## src/rtl/id_ex_pipe_reg.sv

```systemverilog
// id_ex_pipe_reg: valid/ready pipeline latch between two stages.
// Carries a control field and a data field. With SKID=1 a second entry
// catches one extra instruction so in_ready can be registered. With SKID=0
// the stage is a single register with combinational in_ready.
// Flush empties the stage synchronously. Control is forced to zero whenever
// the main entry is empty, so Execute sees a NOP bubble.
module id_ex_pipe_reg #(
  parameter int CTRL_W = 14,
  parameter int DATA_W = 138,
  parameter int SKID   = 1
) (
  input  logic              clk,
  input  logic              rst_n,
  input  logic              flush,
  input  logic              in_valid,
  output logic              in_ready,
  input  logic [CTRL_W-1:0] in_ctrl,
  input  logic [DATA_W-1:0] in_data,
  output logic              out_valid,
  input  logic              out_ready,
  output logic [CTRL_W-1:0] out_ctrl,
  output logic [DATA_W-1:0] out_data,
  output logic [1:0]        occupancy
);

  localparam bit USE_SKID = (SKID != 0);

  // Main entry (drives out_*) and skid entry.
  logic              m_valid_q, m_valid_d;
  logic [CTRL_W-1:0] m_ctrl_q,  m_ctrl_d;
  logic [DATA_W-1:0] m_data_q,  m_data_d;
  logic              s_valid_q, s_valid_d;
  logic [CTRL_W-1:0] s_ctrl_q,  s_ctrl_d;
  logic [DATA_W-1:0] s_data_q,  s_data_d;

  logic accept_s;
  logic consume_s;
  logic m_free_s;

  assign accept_s  = in_valid & in_ready;
  assign consume_s = m_valid_q & out_ready;
  // The main entry can take new content this edge.
  assign m_free_s  = ~m_valid_q | consume_s;

  // Next-state for both entries: flush first, then refill M from S or input.
  always_comb begin
    m_valid_d = m_valid_q;
    m_ctrl_d  = m_ctrl_q;
    m_data_d  = m_data_q;
    s_valid_d = s_valid_q;
    s_ctrl_d  = s_ctrl_q;
    s_data_d  = s_data_q;
    if (flush) begin
      m_valid_d = 1'b0;
      m_ctrl_d  = '0;
      s_valid_d = 1'b0;
    end else if (m_free_s) begin
      if (USE_SKID && s_valid_q) begin
        // Skid entry moves up; in_ready is low so nothing is accepted.
        m_valid_d = 1'b1;
        m_ctrl_d  = s_ctrl_q;
        m_data_d  = s_data_q;
        s_valid_d = 1'b0;
      end else if (accept_s) begin
        m_valid_d = 1'b1;
        m_ctrl_d  = in_ctrl;
        m_data_d  = in_data;
      end else begin
        // Drained with nothing behind it: present a bubble, keep old data.
        m_valid_d = 1'b0;
        m_ctrl_d  = '0;
      end
    end else begin
      // M is stalled; an accepted instruction lands in the skid entry.
      if (USE_SKID && accept_s) begin
        s_valid_d = 1'b1;
        s_ctrl_d  = in_ctrl;
        s_data_d  = in_data;
      end else begin
        s_valid_d = s_valid_q;
      end
    end
    if (!USE_SKID) begin
      s_valid_d = 1'b0;
    end else begin
      s_valid_d = s_valid_d;
    end
  end

  // Entry registers with asynchronous clear.
  always_ff @(posedge clk or negedge rst_n) begin
    if (!rst_n) begin
      m_valid_q <= 1'b0;
      m_ctrl_q  <= '0;
      m_data_q  <= '0;
      s_valid_q <= 1'b0;
      s_ctrl_q  <= '0;
      s_data_q  <= '0;
    end else begin
      m_valid_q <= m_valid_d;
      m_ctrl_q  <= m_ctrl_d;
      m_data_q  <= m_data_d;
      s_valid_q <= s_valid_d;
      s_ctrl_q  <= s_ctrl_d;
      s_data_q  <= s_data_d;
    end
  end

  generate
    if (SKID != 0) begin : g_skid_ready
      logic in_ready_q;
      logic in_ready_d;

      assign in_ready_d = ~s_valid_d;

      // Registered ready: high whenever the skid entry will be empty.
      always_ff @(posedge clk or negedge rst_n) begin
        if (!rst_n) begin
          in_ready_q <= 1'b0;
        end else begin
          in_ready_q <= in_ready_d;
        end
      end

      assign in_ready = in_ready_q;
    end else begin : g_comb_ready
      assign in_ready = ~m_valid_q | out_ready;
    end
  endgenerate

  assign out_valid = m_valid_q;
  assign out_ctrl  = m_ctrl_q;
  assign out_data  = m_data_q;
  assign occupancy = {1'b0, m_valid_q} + {1'b0, s_valid_q};

endmodule
```

## config.mk

```make
export PLATFORM = sky130hd
export DESIGN_NAME = id_ex_pipe_reg
export DESIGN_NICKNAME = d
export VERILOG_FILES = /design/src/rtl/id_ex_pipe_reg.sv
export SDC_FILE = /design/constraint.sdc
export NUM_CORES = 1
export LEC_CHECK = 0
export CORE_UTILIZATION = 35
export CTS_CLUSTER_DIAMETER = 150
export DETAILED_ROUTE_END_ITERATION = 8
export DONT_BUFFER_PORTS = 1
export PLACE_DENSITY = 0.6
export SLEW_MARGIN = 10
export SYNTH_ARGS = -nofsm -noshare
export SYNTH_HDL_FRONTEND = slang
export SYNTH_SLANG_ARGS = --single-unit
```

## constraint.sdc

```tcl
create_clock -name clk -period 3.18 [get_ports clk]
set_input_delay 0.159 -clock clk [delete_from_list [all_inputs] [get_ports clk]]
set_output_delay 0.159 -clock clk [all_outputs]
set_load 0.03 [all_outputs]
```

### After elaboration in Yosys (flattened, before gate mapping)

Cells that the tools add are included.

| word-level totals | value |
|---|---|
| register bits after elaboration | 307 |
| latch bits | 0 |
| RAM bits | 0 |
| memory bits (read-only) | 0 |
| input port bits | 157 |
| output and inout port bits | 156 |
| memories kept | 0 |

| operators by class | value |
|---|---|
| $add $sub $neg | 1 |
| $mul | 0 |
| divide/modulo/power cells | 0 |
| $lt $le $gt $ge | 0 |
| equal/unequal tests | 0 |
| shift-type cells | 0 |
| muxes and demuxes | 13 |
| bitwise logic cells | 7 |
| reductions and logical operators | 4 |

Operators by type and width:

| cell | count |
|---|---|
| $mux 138 | 2 |
| $mux 14 | 4 |
| $mux 1 | 7 |
| $reduce_and 3->1 | 2 |
| $not 1->1 | 4 |
| $reduce_bool 2->1 | 2 |
| $add 1x1->2 | 1 |
| $and 1x1->1 | 2 |
| $or 1x1->1 | 1 |

### Depth between registers and ports, before layout

| logic depth | value |
|---|---|
| word-level depth | 5 |
| mapped depth | 6 |

### Worst setup path before layout

No wires, ideal clock.

| timing | value |
|---|---|
| kind | register to register |
| start point | register m_valid_q (netlist: out_valid) |
| end point | register s_ctrl_q[0] |
| library setup time | 0.127 ns |
| arrival time | 1.782 ns |
| path slack | 1.271 ns |
| stages on the path, launching flop included | 7 |
| path buffers | 3 |
| clock period less this slack | 1.909 ns |
| cell sequence | dfrtp_1 > nor3b_4 > and3_1 > buf_2 > buf_6 > buf_6 > mux2_1 |

| between the ends | value |
|---|---|
| word-level cells in the longest chain between the ends | 4 |
| elaborated cells between the ends (all ways) | 5 |
| those cells by class | bitwise: 4; reduce/logical: 1 |

Ends and longest elaborated chain:

| what | line | RTL |
|---|---|---|
| from (decl) | 29 | `logic m_valid_q, m_valid_d;` |
| from (signal assigned) | 100 | `m_valid_q <= m_valid_d;` |
| $and 1x1->1 / $not 1->1 (equally long branches) | 41, 43 |  |
| $or 1x1->1 * | 43 | `assign m_free_s = ~m_valid_q \| consume_s;` |
| $not 1->1 (no line) * | -- |  |
| $reduce_and 3->1 (no line) * | -- |  |
| to (signal assigned) | 104 | `s_ctrl_q <= s_ctrl_d;` |
| to (decl) | 33 | `logic [CTRL_W-1:0] s_ctrl_q, s_ctrl_d;` |

Mark *: on every way between the ends. The rest lies on a longest branch, timed or not.
A chain may end at the register's enable or synchronous reset.

### Worst setup path in the final report

| timing | value |
|---|---|
| start point | register m_valid_q (netlist: out_valid) |
| end point | register s_data_q[37] |

| between the ends | value |
|---|---|
| word-level cells in the longest chain between the ends | 4 |
| elaborated cells between the ends (all ways) | 5 |
| those cells by class | bitwise: 4; reduce/logical: 1 |

Ends and longest elaborated chain:

| what | line | RTL |
|---|---|---|
| $and 1x1->1 / $not 1->1 (equally long branches) | 41, 43 |  |
| $or 1x1->1 * | 43 |  |
| $not 1->1 (no line) * | -- |  |
| $reduce_and 3->1 (no line) * | -- |  |
| to (signal assigned) | 105 | `s_data_q <= s_data_d;` |
| to (decl) | 34 | `logic [DATA_W-1:0] s_data_q, s_data_d;` |

Marked as above.

==> summary.txt <==
Setup path
  • Crit path max fanout: 22
  • CP dominant cell by count: buf_4
  • Slowest stage cell, crit path: dlygate4sd3_1
  • Worst endpoint required time: between 3000 and 4000 ps
  • Startpoint Class: flop
  • Kind of critical path: flop to flop
  • CP endpoint kind: flop
  • Worst path max stage delay: approximately 570 ps
  • Arr. time, crit path: roughly 3300 ps
  • Crit-path cells: nor3b_4 -> dlygate4sd3_1 -> buf_4 -> and3_4 -> buf_4 -> mux2_2

GRT
  • Gr ovfl total: 0
  • GRT Util Overall: 0.148
  • Antenna violations before repair: 0
  • Number of global-route vias before repair: 7879
  • Largest net degree at the start of global routing: approximately 300
  • Global-route wire length before repair: about 45 mm

Power and ir drop
  • PD cells: just under 700 mW/mm^2
  • Switching share of power: 0.291
  • Comb pwr share: 0.116
  • Switch Pwr: roughly 0.0033 W
  • Peak VDD IR: 0.410 mV
  • Int Pwr: roughly 0.008 W
  • Total Power: between 0.01 and 0.015 W
  • Clock share of power: 0.335
  • Sequential Power Share: 0.550
  • LEAKAGE: between 6 and 7 nW

Logic synthesis
  • Syn Nets: between 900 and 1000
  • Cell variety after synth: 20
  • Area share of the largest cell type after synthesis: 0.584
  • Yosys top cell by area: dfrtp_1
  • Yosys warns: 0
  • Mapped Cells: around 840
  • Post-synthesis sequential area ratio: 0.584
  • Cell Area, Synth: roughly 0.013 sq mm
  • Synth top area cells: dfrtp_1 58%, mux2_2 30%, mux2_1 6.9%
  • Mapped Avg Cell Area: between 15 and 20 sq um
  • Yosys reg bits: 307

Final layout
  • Commonest non-fill, non-tap cells in the layout: 348 x mux2_2, 306 x dfrtp_1, 155 x dlygate4sd3_1
  • Area Growth Syn to Fin: 23.1%
  • Register area: 0.00769 sq mm
  • Filler Cell Count: 3325
  • Fraction of layout cells with a size suffix above 1: 0.404
  • Commonest non-fill, non-tap cell in the layout: mux2_2
  • Final nets: about 1100
  • Antenna cells: 0
  • Multi-input logic area: just over 0.005 sq mm
  • Post-Layout Inst Area: roughly 0.016 sq mm
  • Core Util, Final: 0.440

Route
  • Residual DRC count: 0
  • DR pass1 iterations: 4
  • DRT iter0 DRCs: 166
  • DRT Wirelength: about 28 mm
  • WL per Instance: 19.0 um
  • Vias: 7316
  • Vias/cell: 4.95
  • DRT antenna net count: 0

Clock network
  • Clk buf depth: 3
  • CTS clk-pin slew, worst paths: approximately 60 ps
  • Root Buffer: clkbuf_16
  • Clk_lat worst skew: between 500 and 600 ps
  • Number of buffers created by CTS: 36
  • CTS Hold Bufs: 155
  • H-tree levels: 2
  • Postcts setup bufs: 0
  • CTS sink cnt: 307
  • Post-CTS Resized: 0
  • CTS tree: done

Timing
  • Clock skew: around 16 ps
  • RSZ-0062 raised after global routing: no
  • Fin. Hold Viols: around 310
  • Max Slew Vio Count: 82
  • FMAX: between 0.3 and 0.4 GHz
  • Setup-failing EPs final: 0
  • Tmin final: about 2900 ps
  • Hold WS: -664 ps
  • Period Utilization, post-route: 0.912
  • Worst-Margin Slew: around 1600 ps
  • Setup tns final: 0 ps
  • Relative slew slack: -0.0741

Floorplanning
  • Initial Utilization: 0.357
  • Full die area: around 0.038 sq mm
  • Core area: around 0.037 sq mm
  • IO Count: between 300 and 400
  • Die H: between 150 and 200 um
  • Die width: between 150 and 200 um
  • Row cnt: 70

Place
  • PortBufs: 0
  • DP Area: ~0.014 sq mm
  • GP Congestion: ~0.75
  • Post-DP HPWL: about 17 mm

Outcome
  • Outcome: complete, but fails checks
  • Failing checks: hold timing, slew limit

Min path
  • HP Class: primary input to asynchronous set/reset pin

Run
  • Max_cap viols: 0
==> cells in the mapped netlist (all sizes together) <==
| cell | count |
|---|---|
| mux2i | 14 |
| and3 | 1 |
| mux2 | 428 |
| nor3b | 1 |
| o21ai | 14 |
| clkbuf | 12 |
| nor3 | 1 |
| nand2b | 2 |
| or3 | 1 |
| nor2b | 1 |
| ha | 1 |
| dfrtp | 307 |
| nand2 | 14 |
| buf | 39 |
| inv | 1 |
| a21oi | 1 |
==> stage by stage <==
stage	hold WS, ps	std cells	setup WS (ps)
CTS	-711	1478	272
global placement	-130	1266	842
global route	-706	1478	140
detailed placement	-131	1266	812
floorplan	-137	838	1270
finish	-664	1478	280
==> state kept, by name (all words and copies together), names as in the netlist <==
register and cells:
in_ready 1, s_ctrl_q 14, out_valid 1, out_ctrl 14, out_data 138, s_data_q 138, s_valid_q 1
==> metal layers <==
layer / up-vias / global-route usage / wire (um)
met4: 0 / 0.0579 / 639
met3: 39 / 0.0667 / 2990
li1: 3314 / - / -
met2: 237 / 0.224 / 12400
met1: 3726 / 0.185 / 12000
met5: - / 0 / 0
==> power by group through the flow <==
stage / clock [W] / combinational, W / sequential [W]
6_report: 0.00375 / 0.00130 / 0.00617
5_1_grt: 0.00405 / 0.00143 / 0.00630
4_1_cts: 0.00391 / 0.00132 / 0.00617
3_5_place_dp: 0 / 0.00114 / 0.00624
3_3_place_gp: 0 / 0.00108 / 0.00622
2_1_floorplan: 0 / 0.00101 / 0.00602
==> final timing paths <==
kind / start / to / slack [ps] / cells after the start
worst max-delay path: out_valid / s_data_q[37] / 280 / 6
worst min-delay path: rst_n / s_data_q[109] / -660 / 0
worst max register to register: out_valid / s_data_q[37] / 280 / 6
worst min register to register: s_data_q[118] / s_data_q[118] / 480 / 1
min in group clk: in_valid / s_ctrl_q[12] / 160 / 2
max in group asynchronous: rst_n / out_data[103] / 2550 / 0
==> cell type report <==
| class | instances | area share |
|---|---|---|
| sequential | 307 | 0.475 |
| inverter | 1 | 0.000232 |
| timing repair buffer | 166 | 0.105 |
| multi-input combinational | 479 | 0.319 |
| clock buffer | 53 | 0.0634 |
| tap | 468 | 0.0362 |
| clock inverter | 4 | 0.00147 |
==> cell families (layout without fill, tap and decap cells) <==
kind of cell / count (synthesis) / after routing / synth area share
AOI/OAI and AO/OA: 15 / 15 / 0.00571
adders and majority gates: 1 / 1 / 0.000952
buffers and inverters: 52 / 224 / 0.0234
DFF: 307 / 307 / 0.584
muxes: 442 / 442 / 0.377
and+or+nand+nor: 21 / 21 / 0.00819
==> worst max-delay path: cells and delay by family (launching register included) <==
| family | cells | cell delay, ps |
|---|---|---|
| buffers and inverters | 3 | 1150 |
| and+or+nand+nor | 2 | 680 |
| muxes | 1 | 380 |
| DFF | 1 | 550 |
(Power assumes the default switching activity.)
